==> src/rtl/fp_mult_pipe_if.sv <==
// rtl/fp_mult_pipe_if.sv - operand/result handshake bundle for fp_mult_pipe
interface fp_mult_pipe_if #(
  parameter int sig_width = 23,
  parameter int exp_width = 8,
  parameter int tag_width = 4
);
  localparam int w = sig_width + exp_width + 1;

  logic                 in_valid;
  logic                 in_ready;
  logic [w-1:0]         inst_a;
  logic [w-1:0]         inst_b;
  logic [2:0]           inst_rnd;
  logic [tag_width-1:0] in_tag;
  logic                 out_valid;
  logic                 out_ready;
  logic [w-1:0]         z_inst;
  logic [7:0]           status_inst;
  logic [tag_width-1:0] out_tag;
  logic [7:0]           sticky_status;
  logic                 sticky_clr;

  modport master (
    output in_valid, inst_a, inst_b, inst_rnd, in_tag, out_ready, sticky_clr,
    input  in_ready, out_valid, z_inst, status_inst, out_tag, sticky_status
  );

  modport slave (
    input  in_valid, inst_a, inst_b, inst_rnd, in_tag, out_ready, sticky_clr,
    output in_ready, out_valid, z_inst, status_inst, out_tag, sticky_status
  );
endinterface

==> src/rtl/fp_mult_pipe.sv <==
// rtl/fp_mult_pipe.sv - pipelined IEEE-754 multiplier with tag passthrough and sticky status
module fp_mult_pipe #(
  parameter int sig_width = 23,
  parameter int exp_width = 8,
  parameter int tag_width = 4
) (
  input logic           clk,
  input logic           rst,
  fp_mult_pipe_if.slave bus
);
  localparam int w  = sig_width + exp_width + 1;
  localparam int mw = sig_width + 1;
  localparam int pw = 2 * sig_width + 2;
  localparam int ew = exp_width + 2;
  localparam logic [exp_width-1:0]       emax     = '1;
  localparam logic [exp_width-1:0]       emax_m1  = {{(exp_width-1){1'b1}}, 1'b0};
  localparam logic [ew-1:0]              bias_v   = ew'((1 << (exp_width - 1)) - 1);
  localparam logic signed [ew-1:0]       exp_ovf  = ew'((1 << exp_width) - 1);
  localparam logic signed [ew-1:0]       exp_zero = '0;

  logic adv, pop;
  assign adv          = ~bus.out_valid | bus.out_ready;
  assign pop          = bus.out_valid & bus.out_ready;
  assign bus.in_ready = adv;

  logic                 sa, sb;
  logic [exp_width-1:0] ea, eb;
  logic [sig_width-1:0] fa, fb;
  logic                 a_zero, b_zero, a_inf, b_inf, a_nan, b_nan;
  logic [ew-1:0]        exp_sum;
  assign {sa, ea, fa} = bus.inst_a;
  assign {sb, eb, fb} = bus.inst_b;
  // Exponent 0 covers both true zero and denormals, which are flushed.
  assign a_zero  = (ea == '0);
  assign b_zero  = (eb == '0);
  assign a_inf   = (ea == emax) && (fa == '0);
  assign b_inf   = (eb == emax) && (fb == '0);
  assign a_nan   = (ea == emax) && (fa != '0);
  assign b_nan   = (eb == emax) && (fb != '0);
  assign exp_sum = {2'b00, ea} + {2'b00, eb} - bias_v;

  logic                   v1, v2, v3;
  logic                   s1_sign, s1_inv, s1_inf, s1_zero;
  logic                   s2_sign, s2_inv, s2_inf, s2_zero;
  logic                   s3_sign, s3_inv, s3_inf, s3_zero;
  logic signed [ew-1:0]   s1_exp, s2_exp, s3_exp;
  logic [2:0]             s1_rnd, s2_rnd, s3_rnd;
  logic [tag_width-1:0]   s1_tag, s2_tag, s3_tag;
  logic [mw-1:0]          s1_ma, s1_mb;
  logic [pw-1:0]          s2_prod;
  logic [sig_width-1:0]   s3_frac;
  logic                   s3_g, s3_s;

  logic [sig_width-1:0]   norm_frac;
  logic                   norm_g, norm_s;
  logic signed [ew-1:0]   norm_exp;

  always_comb begin
    norm_frac = s2_prod[pw-3 -: sig_width];
    norm_g    = s2_prod[sig_width-1];
    norm_s    = |s2_prod[sig_width-2:0];
    norm_exp  = s2_exp;
    if (s2_prod[pw-1]) begin
      norm_frac = s2_prod[pw-2 -: sig_width];
      norm_g    = s2_prod[sig_width];
      norm_s    = |s2_prod[sig_width-1:0];
      norm_exp  = s2_exp + ew'(1);
    end
  end

  logic                 lost, rnd_up, ovf_inf;
  logic [sig_width:0]   frac_rnd;
  logic signed [ew-1:0] exp_rnd;
  logic [w-1:0]         pack_z;
  logic [7:0]           pack_st;

  always_comb begin
    lost = s3_g | s3_s;
    case (s3_rnd)
      3'd1:    rnd_up = 1'b0;
      3'd2:    rnd_up = lost & ~s3_sign;
      3'd3:    rnd_up = lost & s3_sign;
      default: rnd_up = s3_g & (s3_s | s3_frac[0]);
    endcase
    frac_rnd = {1'b0, s3_frac} + {{sig_width{1'b0}}, rnd_up};
    exp_rnd  = s3_exp + ew'(frac_rnd[sig_width]);
    // Overflow saturates to max finite only when rounding points back toward zero.
    ovf_inf  = ~((s3_rnd == 3'd1) | ((s3_rnd == 3'd2) & s3_sign) | ((s3_rnd == 3'd3) & ~s3_sign));
    pack_z   = {s3_sign, exp_rnd[exp_width-1:0], frac_rnd[sig_width-1:0]};
    pack_st  = 8'h00;
    if (s3_inv) begin
      pack_z     = {1'b0, emax, 1'b1, {(sig_width-1){1'b0}}};
      pack_st[2] = 1'b1;
    end else if (s3_inf) begin
      pack_z     = {s3_sign, emax, {sig_width{1'b0}}};
      pack_st[1] = 1'b1;
    end else if (s3_zero) begin
      pack_z     = {s3_sign, {(w-1){1'b0}}};
      pack_st[0] = 1'b1;
    end else if (s3_exp <= exp_zero) begin
      pack_z     = {s3_sign, {(w-1){1'b0}}};
      pack_st[0] = 1'b1;
      pack_st[3] = 1'b1;
      pack_st[5] = 1'b1;
    end else if (exp_rnd >= exp_ovf) begin
      pack_z     = ovf_inf ? {s3_sign, emax, {sig_width{1'b0}}}
                           : {s3_sign, emax_m1, {sig_width{1'b1}}};
      pack_st[1] = ovf_inf;
      pack_st[4] = 1'b1;
      pack_st[5] = 1'b1;
    end else begin
      pack_st[5] = lost;
    end
  end

  always_ff @(posedge clk) begin
    if (adv) begin
      s1_sign <= sa ^ sb;
      s1_inv  <= a_nan | b_nan | (a_inf & b_zero) | (b_inf & a_zero);
      s1_inf  <= a_inf | b_inf;
      s1_zero <= a_zero | b_zero;
      s1_exp  <= exp_sum;
      s1_ma   <= a_zero ? '0 : {1'b1, fa};
      s1_mb   <= b_zero ? '0 : {1'b1, fb};
      s1_rnd  <= bus.inst_rnd;
      s1_tag  <= bus.in_tag;
      {s2_sign, s2_inv, s2_inf, s2_zero} <= {s1_sign, s1_inv, s1_inf, s1_zero};
      s2_exp  <= s1_exp;
      s2_prod <= pw'(s1_ma) * pw'(s1_mb);
      s2_rnd  <= s1_rnd;
      s2_tag  <= s1_tag;
      {s3_sign, s3_inv, s3_inf, s3_zero} <= {s2_sign, s2_inv, s2_inf, s2_zero};
      s3_exp  <= norm_exp;
      s3_frac <= norm_frac;
      s3_g    <= norm_g;
      s3_s    <= norm_s;
      s3_rnd  <= s2_rnd;
      s3_tag  <= s2_tag;
    end
  end

  always_ff @(posedge clk) begin
    if (rst) begin
      v1                <= 1'b0;
      v2                <= 1'b0;
      v3                <= 1'b0;
      bus.out_valid     <= 1'b0;
      bus.z_inst        <= '0;
      bus.status_inst   <= '0;
      bus.out_tag       <= '0;
      bus.sticky_status <= '0;
    end else begin
      if (adv) begin
        v1            <= bus.in_valid;
        v2            <= v1;
        v3            <= v2;
        bus.out_valid <= v3;
        if (v3) begin
          bus.z_inst      <= pack_z;
          bus.status_inst <= pack_st;
          bus.out_tag     <= s3_tag;
        end
      end
      bus.sticky_status <= (bus.sticky_clr ? 8'h00 : bus.sticky_status) |
                           (pop ? bus.status_inst : 8'h00);
    end
  end
endmodule

==> src/flat_wrapper.sv <==
// flat-port wrapper written by rule: the top's interface ports become plain ports
module fp_mult_pipe_flat 
#(
  parameter int sig_width = 23,
  parameter int exp_width = 8,
  parameter int tag_width = 4
)
  (clk, rst, bus_in_valid, bus_inst_a, bus_inst_b, bus_inst_rnd, bus_in_tag, bus_out_ready, bus_sticky_clr, bus_in_ready, bus_out_valid, bus_z_inst, bus_status_inst, bus_out_tag, bus_sticky_status);
  fp_mult_pipe_if #(.sig_width(sig_width), .exp_width(exp_width), .tag_width(tag_width)) bus_i ();
  input logic clk;
  input logic rst;
  input wire logic [$bits(bus_i.in_valid)-1:0] bus_in_valid;
  input wire logic [$bits(bus_i.inst_a)-1:0] bus_inst_a;
  input wire logic [$bits(bus_i.inst_b)-1:0] bus_inst_b;
  input wire logic [$bits(bus_i.inst_rnd)-1:0] bus_inst_rnd;
  input wire logic [$bits(bus_i.in_tag)-1:0] bus_in_tag;
  input wire logic [$bits(bus_i.out_ready)-1:0] bus_out_ready;
  input wire logic [$bits(bus_i.sticky_clr)-1:0] bus_sticky_clr;
  output wire logic [$bits(bus_i.in_ready)-1:0] bus_in_ready;
  output wire logic [$bits(bus_i.out_valid)-1:0] bus_out_valid;
  output wire logic [$bits(bus_i.z_inst)-1:0] bus_z_inst;
  output wire logic [$bits(bus_i.status_inst)-1:0] bus_status_inst;
  output wire logic [$bits(bus_i.out_tag)-1:0] bus_out_tag;
  output wire logic [$bits(bus_i.sticky_status)-1:0] bus_sticky_status;
  assign bus_i.in_valid = bus_in_valid;
  assign bus_i.inst_a = bus_inst_a;
  assign bus_i.inst_b = bus_inst_b;
  assign bus_i.inst_rnd = bus_inst_rnd;
  assign bus_i.in_tag = bus_in_tag;
  assign bus_i.out_ready = bus_out_ready;
  assign bus_i.sticky_clr = bus_sticky_clr;
  assign bus_in_ready = bus_i.in_ready;
  assign bus_out_valid = bus_i.out_valid;
  assign bus_z_inst = bus_i.z_inst;
  assign bus_status_inst = bus_i.status_inst;
  assign bus_out_tag = bus_i.out_tag;
  assign bus_sticky_status = bus_i.sticky_status;
  fp_mult_pipe #(.sig_width(sig_width), .exp_width(exp_width), .tag_width(tag_width)) u_core (.clk(clk), .rst(rst), .bus(bus_i));
endmodule
==> config.mk <==
export PLATFORM = sky130hd
export DESIGN_NAME = fp_mult_pipe_flat
export DESIGN_NICKNAME = d
export VERILOG_FILES = /design/src/rtl/fp_mult_pipe_if.sv /design/src/rtl/fp_mult_pipe.sv /design/src/flat_wrapper.sv
export SDC_FILE = /design/constraint.sdc
export NUM_CORES = 2
export LEC_CHECK = 0
export ABC_AREA = 1
export BUFFER_PORTS_ARGS = -buffer_cell sky130_fd_sc_hd__buf_2
export CAP_MARGIN = 5
export CORE_MARGIN = 10
export CORE_UTILIZATION = 49
export CTS_BUF_LIST = sky130_fd_sc_hd__clkbuf_16
export CTS_CLUSTER_DIAMETER = 100
export DETAILED_ROUTE_END_ITERATION = 10
export PLACE_DENSITY = 0.71
export RECOVER_POWER = 25
export SYNTH_ARGS = -nofsm -noshare
export SYNTH_HDL_FRONTEND = slang
export SYNTH_SLANG_ARGS = --single-unit
==> constraint.sdc <==
create_clock -name clk -period 14.8 [get_ports clk]
set_input_delay 2.22 -clock clk [delete_from_list [all_inputs] [get_ports clk]]
set_output_delay 2.22 -clock clk [all_outputs]
set_load 0.03 [all_outputs]
==> impl_metrics.yaml <==
clock_tree:
  cts-resized-gates: 0
  cts_root_buf: "clkbuf_16"
  clock_sink_count: 236
  clock_insertion_delay_worst_skew_ns: 0.57
  clk_path_buf_depth: 3
  tritoncts: "done"
  cts-buffers-inserted: 27
  number_of_buffers_added_for_setup_after_cts: 0
  htree_levels: 1
  clk_transition_reported_paths_ns: 0.06
  ctsHoldBuffers: 0
synth:
  syn_area_um2: 30200
  synth_cell_types: 52
  fraction_of_registers_with_async_set_or_reset_after_synthesis: 0
  seq_area_frac_synth: 0.218
  synthFlopType: "edfxtp_1"
  ys_seq_elements: 236
  postSynthCellCount: 3658
  synth_warnings: 0
  avgSynthCellArea_um2: 8.25
  synth-edff-count: 184
floorplanning:
  number_of_ports_placed_on_the_die_boundary: 130
  placeableCoreArea_um2: 60700
  std_cell_rows: 90
  floorplan.initialDensity: 0.497
  die-area_um2: 71900
  dieWidth_um: 268
  dieHeight_um: 268
global_route:
  number_of_global_route_vias_before_repair: 23612
  global_route_usage_over_all_layers: 0.221
  grt_antenna_before_repair: 1
  overflow: 0
  grt_max_degree: 139
  grt_pass1_wl_um: 125000
sta:
  worst-slew-pin-transition_ns: 2.61
  final_max_slew_viol_count: 89
  post_layout_minimum_cycle_time_ns: 8.23
  max_freq_mhz: 122
  setup_viol_count_final: 0
  final_hold_fails: 0
  relSlewSlack: -0.747
  setup_total_negative_slack_ns: 0
  timing.clock.skew_ns: 0.0132
  grt_setup_unrepaired: "false"
  fin_crit_sh: 0.556
routing:
  via_count: 23017
  drt.antenna.violating_nets: 0
  wl_per_cell_um: 17.4
  via_per_inst: 5.10
  detail_route.iter0.violations: 1762
  remaining_drc_errors: 0
  detail_route.first_pass.iterations: 6
  wirelength_um: 78400
setup_path:
  slowest_cell_on_the_critical_path: "clkinvlp_2"
  ff2ff_setup_slack_ns: 7.47
  cpPeakStageDelay_ns: 2.14
  worstPathRequired_ns: 12.58
  startpoint_type: "input pin"
  path_class: "input pin to primary output"
  crit_arrival_ns: 6.01
  critical_path_fanout_max: 51
  capturing_element_type_of_the_critical_path: "primary output"
  cp_cell_sequence: "clkbuf_1 > nor2_1 > clkinvlp_2 > buf_2"
layout:
  drive_gt1_frac: 0.0639
  leading_cell_types_in_the_layout_fill_and_taps_excluded: "inv_1 (1027), nand2_1 (946), fa_1 (483), nor2_1 (196), ha_1 (189)"
  area_delta_synth_final_pct: 6.84
  fill_cell_total_of_the_finished_layout: 5669
  layout_commonest_cell: "inv_1"
  num-nets-final: 4454
worst_hold_path:
  min-delay-path-class: "flop to flop"
run_status:
  outcome: "finished with violations"
  violations_in_the_final_reports: "max-capacitance violations, max-slew violations"
placement:
  final_weighted_congestion_in_routability_driven_placement: 0.953
  io_buffers: 125
  post-dp-hpwl_um: 61200
job:
  max_cap_viol_count: 2
-- through the flow --
| stage | area (µm²) | setup slack, ns | hold slack, ns | cells | util |
|---|---|---|---|---|---|
| 2_1_floorplan | 30200 | 6.51 | 0.400 | 3661 | - |
| 3_5_place_dp | 31400 | 7.56 | 0.406 | 4459 | 0.517 |
| 3_3_place_gp | 31400 | 7.58 | 0.401 | 4459 | 0.517 |
| 6_report | 32200 | 6.57 | 0.418 | 4510 | 0.531 |
| 4_1_cts | 32200 | 7.56 | 0.408 | 4509 | 0.531 |
| 5_1_grt | 32200 | 6.32 | 0.424 | 4509 | 0.531 |
-- Yosys cell counts, types with 6 or more instances --
cell type	count	area share
a21boi_0	6	0.0015
a21oi_1	80	0.013
a21oi_2	20	0.0058
a31oi_1	8	0.0017
buf_1	6	0.00075
clkbuf_1	107	0.013
dfxtp_1	52	0.035
edfxtp_1	184	0.18
fa_1	483	0.32
ha_1	189	0.078
inv_1	1023	0.13
nand2_1	946	0.12
nand2_2	26	0.0054
nand3_1	69	0.011
nand4_1	34	0.0071
nor2_1	195	0.024
nor3_1	27	0.0045
nor4_1	15	0.0031
o21ai_0	61	0.010
xnor2_1	18	0.0052
xor2_1	50	0.015
-- final cells by class --
class / instances / area, µm² / area share
clock buffers: 29 / 726 / 0.0225
multi-input cells: 2277 / 19200 / 0.597
flip-flops and latches: 236 / 6570 / 0.204
clock inverters: 21 / 145 / 0.00450
diodes: 1 / 2.50 / 0.0000776
inverters: 1026 / 3850 / 0.120
well taps: 782 / 978 / 0.0304
repair buffers: 138 / 724 / 0.0225
-- worst paths after layout --
kind,end,depth (start not counted),start
worst max-delay path,bus_in_ready,4,bus_out_ready
worst min-delay path,u_core.s2_exp[4]$_DFFE_PN_,0,u_core.s1_exp[4]$_DFFE_PN_
worst max register to register,u_core.s2_prod[24]$_DFFE_PN_,22,u_core.s1_mb[1]$_SDFFCE_PP0N_
worst min register to register,u_core.s2_exp[4]$_DFFE_PN_,0,u_core.s1_exp[4]$_DFFE_PN_
-- sequential cells by signal, indices dropped and copies added (netlist names), 3 cells and up --
| signal | cells |
|---|---|
| u_core.bus.z_inst | 32 |
| u_core.s3_rnd | 3 |
| u_core.s1_exp | 10 |
| u_core.s3_frac | 23 |
| u_core.bus.out_tag | 4 |
| u_core.s2_exp | 10 |
| u_core.s1_rnd | 3 |
| u_core.s2_tag | 4 |
| u_core.s1_tag | 4 |
| u_core.s3_tag | 4 |
| u_core.s3_exp | 10 |
| u_core.bus.status_inst | 6 |
| u_core.bus.sticky_status | 6 |
| u_core.s2_rnd | 3 |
| u_core.s2_prod | 48 |
| u_core.s1_mb | 24 |
| u_core.s1_ma | 24 |
-- metal layers --
layer,global-route usage,vias to the layer above,share of wire
li1,-,10777,-
met1,0.290,11084,0.41
met2,0.357,1013,0.46
met3,0.0560,143,0.10
met4,0.0620,0,0.027
met5,0,-,0
-- critical path: cells and delay by family --
kind	cells	cell delay, ns
simple gates	1	0.55
buf+inv	3	3.14
-- cell families after synthesis --
kind of cell	share of synthesized area
xor+xnor	0.0197
compound gates	0.0388
other cells	0.000124
buf+inv	0.145
simple gates	0.180
fa+ha+maj	0.399
flops	0.218
Power is not shown: default switching activity piles up to over one toggle a cycle in this logic, so the estimate is an artifact.
